$ cat config.mk
export PLATFORM = sky130hd
export DESIGN_NAME = call_stack
export DESIGN_NICKNAME = d
export VERILOG_FILES = /design/src/rtl/call_stack.sv
export SDC_FILE = /design/constraint.sdc
export NUM_CORES = 1
export LEC_CHECK = 0
export CAP_MARGIN = 20
export CORE_ASPECT_RATIO = 0.7
export CORE_MARGIN = 1
export CORE_UTILIZATION = 57
export CTS_CLUSTER_SIZE = 12
export DETAILED_ROUTE_END_ITERATION = 12
export PLACE_DENSITY = 0.82
export SETUP_SLACK_MARGIN = 0.15
export SYNTH_ARGS = -nofsm -noshare
export SYNTH_HDL_FRONTEND = slang
export SYNTH_SLANG_ARGS = --single-unit
$ cat constraint.sdc
create_clock -name clk -period 5.9 [get_ports clk]
set_input_delay 1.18 -clock clk [delete_from_list [all_inputs] [get_ports clk]]
set_output_delay 1.18 -clock clk [all_outputs]
set_load 0.005 [all_outputs]
$ cat src/rtl/call_stack.sv
`default_nettype none
// ============================================================================
// Module   : call_stack
// Purpose  : Hardware return-address stack (circular buffer) with sticky
//            overflow/underflow flags. Optional macro CALL_STACK_WRAP_EN makes
//            a push while full overwrite the oldest entry instead of dropping.
// Revision : 1.0 - initial release
// ============================================================================
module call_stack #(
  parameter int ADDR_W = 8,
  parameter int DEPTH  = 8
) (
  input  logic                       clk,
  input  logic                       reset,
  input  logic                       push,
  input  logic                       pop,
  input  logic [ADDR_W-1:0]          push_addr,
  input  logic                       clr_err,
  output logic [ADDR_W-1:0]          top_addr,
  output logic [$clog2(DEPTH+1)-1:0] count,
  output logic                       empty,
  output logic                       full,
  output logic                       overflow,
  output logic                       underflow
);

  localparam int                 c_PTR_W = $clog2(DEPTH);
  localparam int                 c_CNT_W = $clog2(DEPTH+1);
  localparam logic [c_CNT_W-1:0] c_FULL  = c_CNT_W'(DEPTH);
  localparam logic [c_PTR_W-1:0] c_TOP0  = c_PTR_W'(DEPTH-1);
  localparam logic [c_PTR_W-1:0] c_ONE   = c_PTR_W'(1);

  logic [ADDR_W-1:0]  r_mem [DEPTH];
  logic [c_PTR_W-1:0] r_top;
  logic [c_CNT_W-1:0] r_count;
  logic               r_ovf;
  logic               r_unf;

  logic               w_empty;
  logic               w_full;
  logic               w_replace;
  logic               w_push_only;
  logic               w_pop_only;
  logic               w_adv;
  logic               w_inc;
  logic               w_dec;
  logic               w_ovf_evt;
  logic               w_unf_evt;
  logic               w_wr;
  logic [c_PTR_W-1:0] w_wr_idx;

  assign w_empty     = (r_count == '0);
  assign w_full      = (r_count == c_FULL);

  // push+pop on an empty stack degenerates to a plain push
  assign w_replace   = push & pop & ~w_empty;
  assign w_push_only = push & (~pop | w_empty);
  assign w_pop_only  = pop & ~push;

  assign w_inc       = w_push_only & ~w_full;
  assign w_dec       = w_pop_only & ~w_empty;
  assign w_ovf_evt   = w_push_only & w_full;
  assign w_unf_evt   = w_pop_only & w_empty;

`ifdef CALL_STACK_WRAP_EN
  assign w_adv       = w_push_only;
`else
  assign w_adv       = w_inc;
`endif

  assign w_wr        = w_adv | w_replace;
  assign w_wr_idx    = w_replace ? r_top : (r_top + c_ONE);

  always_ff @(posedge clk or negedge reset) begin
    if (!reset) begin
      r_top   <= c_TOP0;
      r_count <= '0;
      r_ovf   <= 1'b0;
      r_unf   <= 1'b0;
    end else begin
      if (w_adv) begin
        r_top <= r_top + c_ONE;
      end else if (w_dec) begin
        r_top <= r_top - c_ONE;
      end

      if (w_inc) begin
        r_count <= r_count + 1'b1;
      end else if (w_dec) begin
        r_count <= r_count - 1'b1;
      end

      // an error event in the same cycle wins over the clear
      if (w_ovf_evt) begin
        r_ovf <= 1'b1;
      end else if (clr_err) begin
        r_ovf <= 1'b0;
      end

      if (w_unf_evt) begin
        r_unf <= 1'b1;
      end else if (clr_err) begin
        r_unf <= 1'b0;
      end
    end
  end

  // Storage is intentionally unreset; stale contents are masked by w_empty.
  always_ff @(posedge clk) begin
    if (w_wr) begin
      r_mem[w_wr_idx] <= push_addr;
    end
  end

  assign top_addr  = w_empty ? '0 : r_mem[r_top];
  assign count     = r_count;
  assign empty     = w_empty;
  assign full      = w_full;
  assign overflow  = r_ovf;
  assign underflow = r_unf;

endmodule
`default_nettype wire
# --- Yosys cells after proc, flatten, opt, wreduce, memory -nomap -nowiden ---
# Memory sizes are Yosys's and may differ from the RTL's.
# Cells that the tools add are included.
classes:
  n_addsub: 4
  n_shift: 0
  multipliers: 0
  mux: 11
  bitwise_logic: 14
  n_lt_le_gt_ge: 0
  n_eq_ne: 1
  div: 0
  n_reduce_logical: 4
ops:
  columns: ["cell", "count"]
  rows:
  - ["3-bit 2-to-1 mux", 3]
  - ["1-bit AND", 8]
  - ["4-bit 2-to-1 mux", 2]
  - ["8-bit 2-to-1 mux", 1]
  - ["2-bit nonzero test", 3]
  - ["1-bit 2-to-1 mux", 5]
  - ["4-bit by 1-bit adder with 4-bit output (second input constant)", 1]
  - ["4-bit == test (second input constant)", 1]
  - ["4-bit zero test", 1]
  - ["1-bit inverter", 4]
  - ["4-bit by 1-bit subtractor with 4-bit output (second input constant)", 1]
  - ["3-bit by 1-bit adder with 3-bit output (second input constant)", 1]
  - ["3-bit by 1-bit subtractor with 3-bit output (second input constant)", 1]
  - ["1-bit OR", 2]
word_totals:
  input_bits: 13
  n_memories: 1
  ff_bits: 9
  wordCells: 39
  mem_bits_ro: 0
  output_inout_bits: 16
  latch_bits: 0
  mem_bits_rw: 64
memory_table:
  columns: ["name", "words", "word_bits", "read_ports", "rd_clocked_by_memory_dff", "write_ports", "line_no", "source"]
  rows:
  - ["r_mem", 8, 8, 1, 0, 1, "33", "logic [ADDR_W-1:0] r_mem [DEPTH];"]

# --- Logic depth before layout (Yosys ltp) ---
depth:
  ltp_word: 7
  depth_mapped: 9

# --- Least setup slack after synthesis ---
# No wires, ideal clock.
synth_timing:
  path_type: "flip-flop to output port"
  from: "reg r_top[0]"
  to: "out top_addr[7]"
  slack_ps: 3210
  n_path_buf: 1
  path_stages_with_launch: 5
  t_arrival_ps: 1510
  path_cell_list: "dfstp_2 buf_2 mux4_2 mux2i_1 nor2_1"
synth_between:
  elab_chain_len: 2
synth_lines:
  columns: ["item", "line_no", "source"]
  rows:
  - ["from (decl)", "34", "logic [c_PTR_W-1:0] r_top;"]
  - ["from (signal assigned)", "76", "r_top <= c_TOP0;"]
  - ["from (signal assigned)", "82", "r_top <= r_top + c_ONE;"]
  - ["from (signal assigned)", "84", "r_top <= r_top - c_ONE;"]
  - ["memory 8 x 8 bit", null, null]
  - ["8-bit 2-to-1 mux", "115", "assign top_addr = w_empty ? '0 : r_mem[r_top];"]
  - ["to (decl)", "19", "output logic [ADDR_W-1:0] top_addr,"]
# Every way passes these cells.

# --- Final worst setup path ---
layout_timing:
  from: "reg r_top[0]"
  to: "out top_addr[5]"
# The elaborated chain is that of the path after synthesis.

==> results_dict.tcl <==
set metrics [dict create \
    wl_per_cell_um 19.91 \
    hold_class "reg2reg" \
    r2r_cells 6 \
    synth_edf_count 64 \
    fp-row-count 22 \
    grt_overflow 0 \
    r2r_start "r_top[0]" \
    cts.path.max_buffers 2 \
    start_util_pct 59.66 \
    worst_pin_slew_ns 0.9013 \
    path_depth 4 \
    period_minus_slack_ns 3.781 \
    path_clk_slew_ns 0.07 \
    synthCells 187 \
    hold_end "count[3]" \
    crit_required_ns 4.72 \
    setup_viol 0 \
    fmax_ghz 0.2645 \
    setup_tns_ns 0 \
    cts.sinks 73 \
    syn2layout_area_growth_pct 17.83 \
    wl_mm 5.892 \
    rsz0062_at_grt "false" \
    pwr-share-seq_pct 42.7 \
    post_cts_buffers 0 \
    power_density_nw_per_um2 525.2 \
    io-pin-count 29 \
    cts_resized 0 \
    synth.distinct_cells 43 \
    cts_root_buf "clkbuf_8" \
    endpoint_kind "output port" \
    io_buffer_count 28 \
    ir_drop_uv 405.4 \
    antenna_left 0 \
    dr_total_vias 1743 \
    fin_crit_sh_pct 64.08 \
    cpLargestDelayFamily "flip-flops" \
    synthArstFlopShare_pct 12.33 \
    run_status "completed" \
    grt_antenna_before_repair 0 \
    min-delay-start "count[3]" \
    yosysSeqAreaShare_pct 68.57 \
    ys_seq_elements 73 \
    grt_max_degree 23 \
    worst-path-buf-inv 1 \
    r2r_slack_ns 2.86 \
    die_h_um 64.07 \
    cts-buffers-inserted 9 \
    htree_levels 3 \
    whs_path_depth 1 \
    fin_nets 237 \
    layout_commonest_cell "edfxtp_1" \
    p_int_w 0.001334 \
    slew_headroom_pct 39.91 \
    grt_pass1_wl_mm 9.501 \
    postCtsHoldBufs 0 \
    power_switching_w 0.0006071 \
    yosys_most_used_dff "edfxtp_1" \
    place.gp.congestion 0.7776 \
    drcViolationCount 0 \
    crit_fanout 21 \
    num_antenna_cells 0 \
    core_area_um2 5258 \
    power.leakage_nw 1.268 \
    worstSkewPairLatency_ns 0.33 \
    viasPerCell 5.889 \
    final_max_slew_viol_count 0 \
    yosys_warnings 0 \
    crit_slowest_cell "dfstp_2" \
    hold_ws_ns 0.5473 \
    drive_gt1_share_pct 19.64 \
    crit-reg2reg-capture "r_mem[5][7]" \
    cp.arrival_ns 2.60 \
    power_switching_share_pct 31.27 \
    synth.avg_cell_area_um2 16.77 \
    final_cell_mix "edfxtp_1, clkdlybuf4s50_1, mux4_2" \
    grt_pass1_vias 1701 \
    fin_skew_ns 0.007063 \
    drtIter0Drc 199 \
    p_clk_share_pct 22.3 \
    cp-startpoint "r_top[0]" \
    p_comb_share_pct 35.1 \
    crit_path_start_kind "register" \
    cap_violations 0 \
    place_hpwl_mm 3.785 \
    die_w_um 90.67 \
    die_area_um2 5808 \
    hold_viol_final 0 \
    crit_chain "mux4_2 -> nand2_1 -> a21oi_1 -> clkdlybuf4s50_1" \
    drtPass1Iterations 5 \
    cts_tree "yes" \
    max_stage_delay_ns 0.99 \
    syn_area_um2 3137 \
    syn_nets 205 \
    grt_usage_pct 23.28 \
    critPathKind "reg2out" \
]
how the worst max path moves through the flow:
stage	endpoint	slack, ns
6_report	top_addr[5]	2.12
5_1_grt	top_addr[3]	1.95
4_1_cts	top_addr[5]	2.07
3_5_place_dp	count[3]	2.25
3_3_place_gp	r_mem[3][7]	2.36
2_1_floorplan	top_addr[7]	3.21
power groups by stage:
stage,Sequential (W),Combinational (W),Clock [W]
after floorplan,0.000742,0.000498,0
after CTS,0.000830,0.000684,0.000440
final,0.000828,0.000681,0.000432
after global placement,0.000837,0.000666,0
after detailed placement,0.000840,0.000677,0
after global routing,0.000851,0.000736,0.000459
per-stage QoR:
stage	setup WS (ns)	power [W]	utilization, %	cell area (um2)	std cells
CTS	2.068	0.001953	70.30	3696	296
global route	1.955	0.002046	70.30	3696	296
finish	2.119	0.001941	70.30	3696	296
floorplan	3.210	0.001240	-	3137	187
global placement	2.362	0.001502	65.94	3467	280
detailed placement	2.246	0.001517	65.94	3467	280
cells in the mapped netlist (2+ instances only):
cell	n	area (um2)
a21oi_1	10	50.05
a21oi_2	3	26.28
buf_2	2	10.01
clkbuf_1	2	7.510
dfrtp_1	6	150.1
dfstp_2	3	78.83
edfxtp_1	64	1922
ha_1	4	50.05
inv_1	8	30.03
mux2i_1	2	20.02
mux4_2	16	360.4
nand2_1	15	56.30
nand3_1	4	20.02
nor2_1	11	41.29
nor2b_1	2	12.51
nor3_1	2	10.01
o221ai_1	2	17.52
o31a_1	2	17.52
xnor2_1	5	43.79
flip-flops by register name, indices dropped and copies added, names as in the netlist:
signal / count
r_top: 3
underflow: 1
count: 4
overflow: 1
r_mem: 64
cell type report:
| type | count | area (um2) |
|---|---|---|
| fill | 349 | 1562 |
| inverter | 10 | 37.54 |
| sequential | 73 | 2151 |
| multi-input combinational | 97 | 908.4 |
| clock inverter | 5 | 77.57 |
| timing repair buffer | 28 | 280.3 |
| tap | 72 | 90.09 |
| clock buffer | 11 | 151.4 |
layer usage:
metal	global-route usage [%]	vias up	routed length (um)
li1	-	797	-
met1	34.29	855	2571
met2	33.33	80	2713
met3	7.381	11	534
met4	7.460	0	72
met5	0	-	0
kinds of logic after synthesis:
group                    Yosys count  share of synthesized area (%)
multiplexers                      19                          12.60
adder cells (fa/ha/maj)            5                          2.234
flip-flops                        73                          68.57
AND/OR/NAND/NOR                   41                          6.741
buffers and inverters             17                          2.473
AO/OA/AOI/OAI                     27                          5.984
XOR/XNOR                           5                          1.396
No activity file was read; power rests on OpenSTA's default activity.
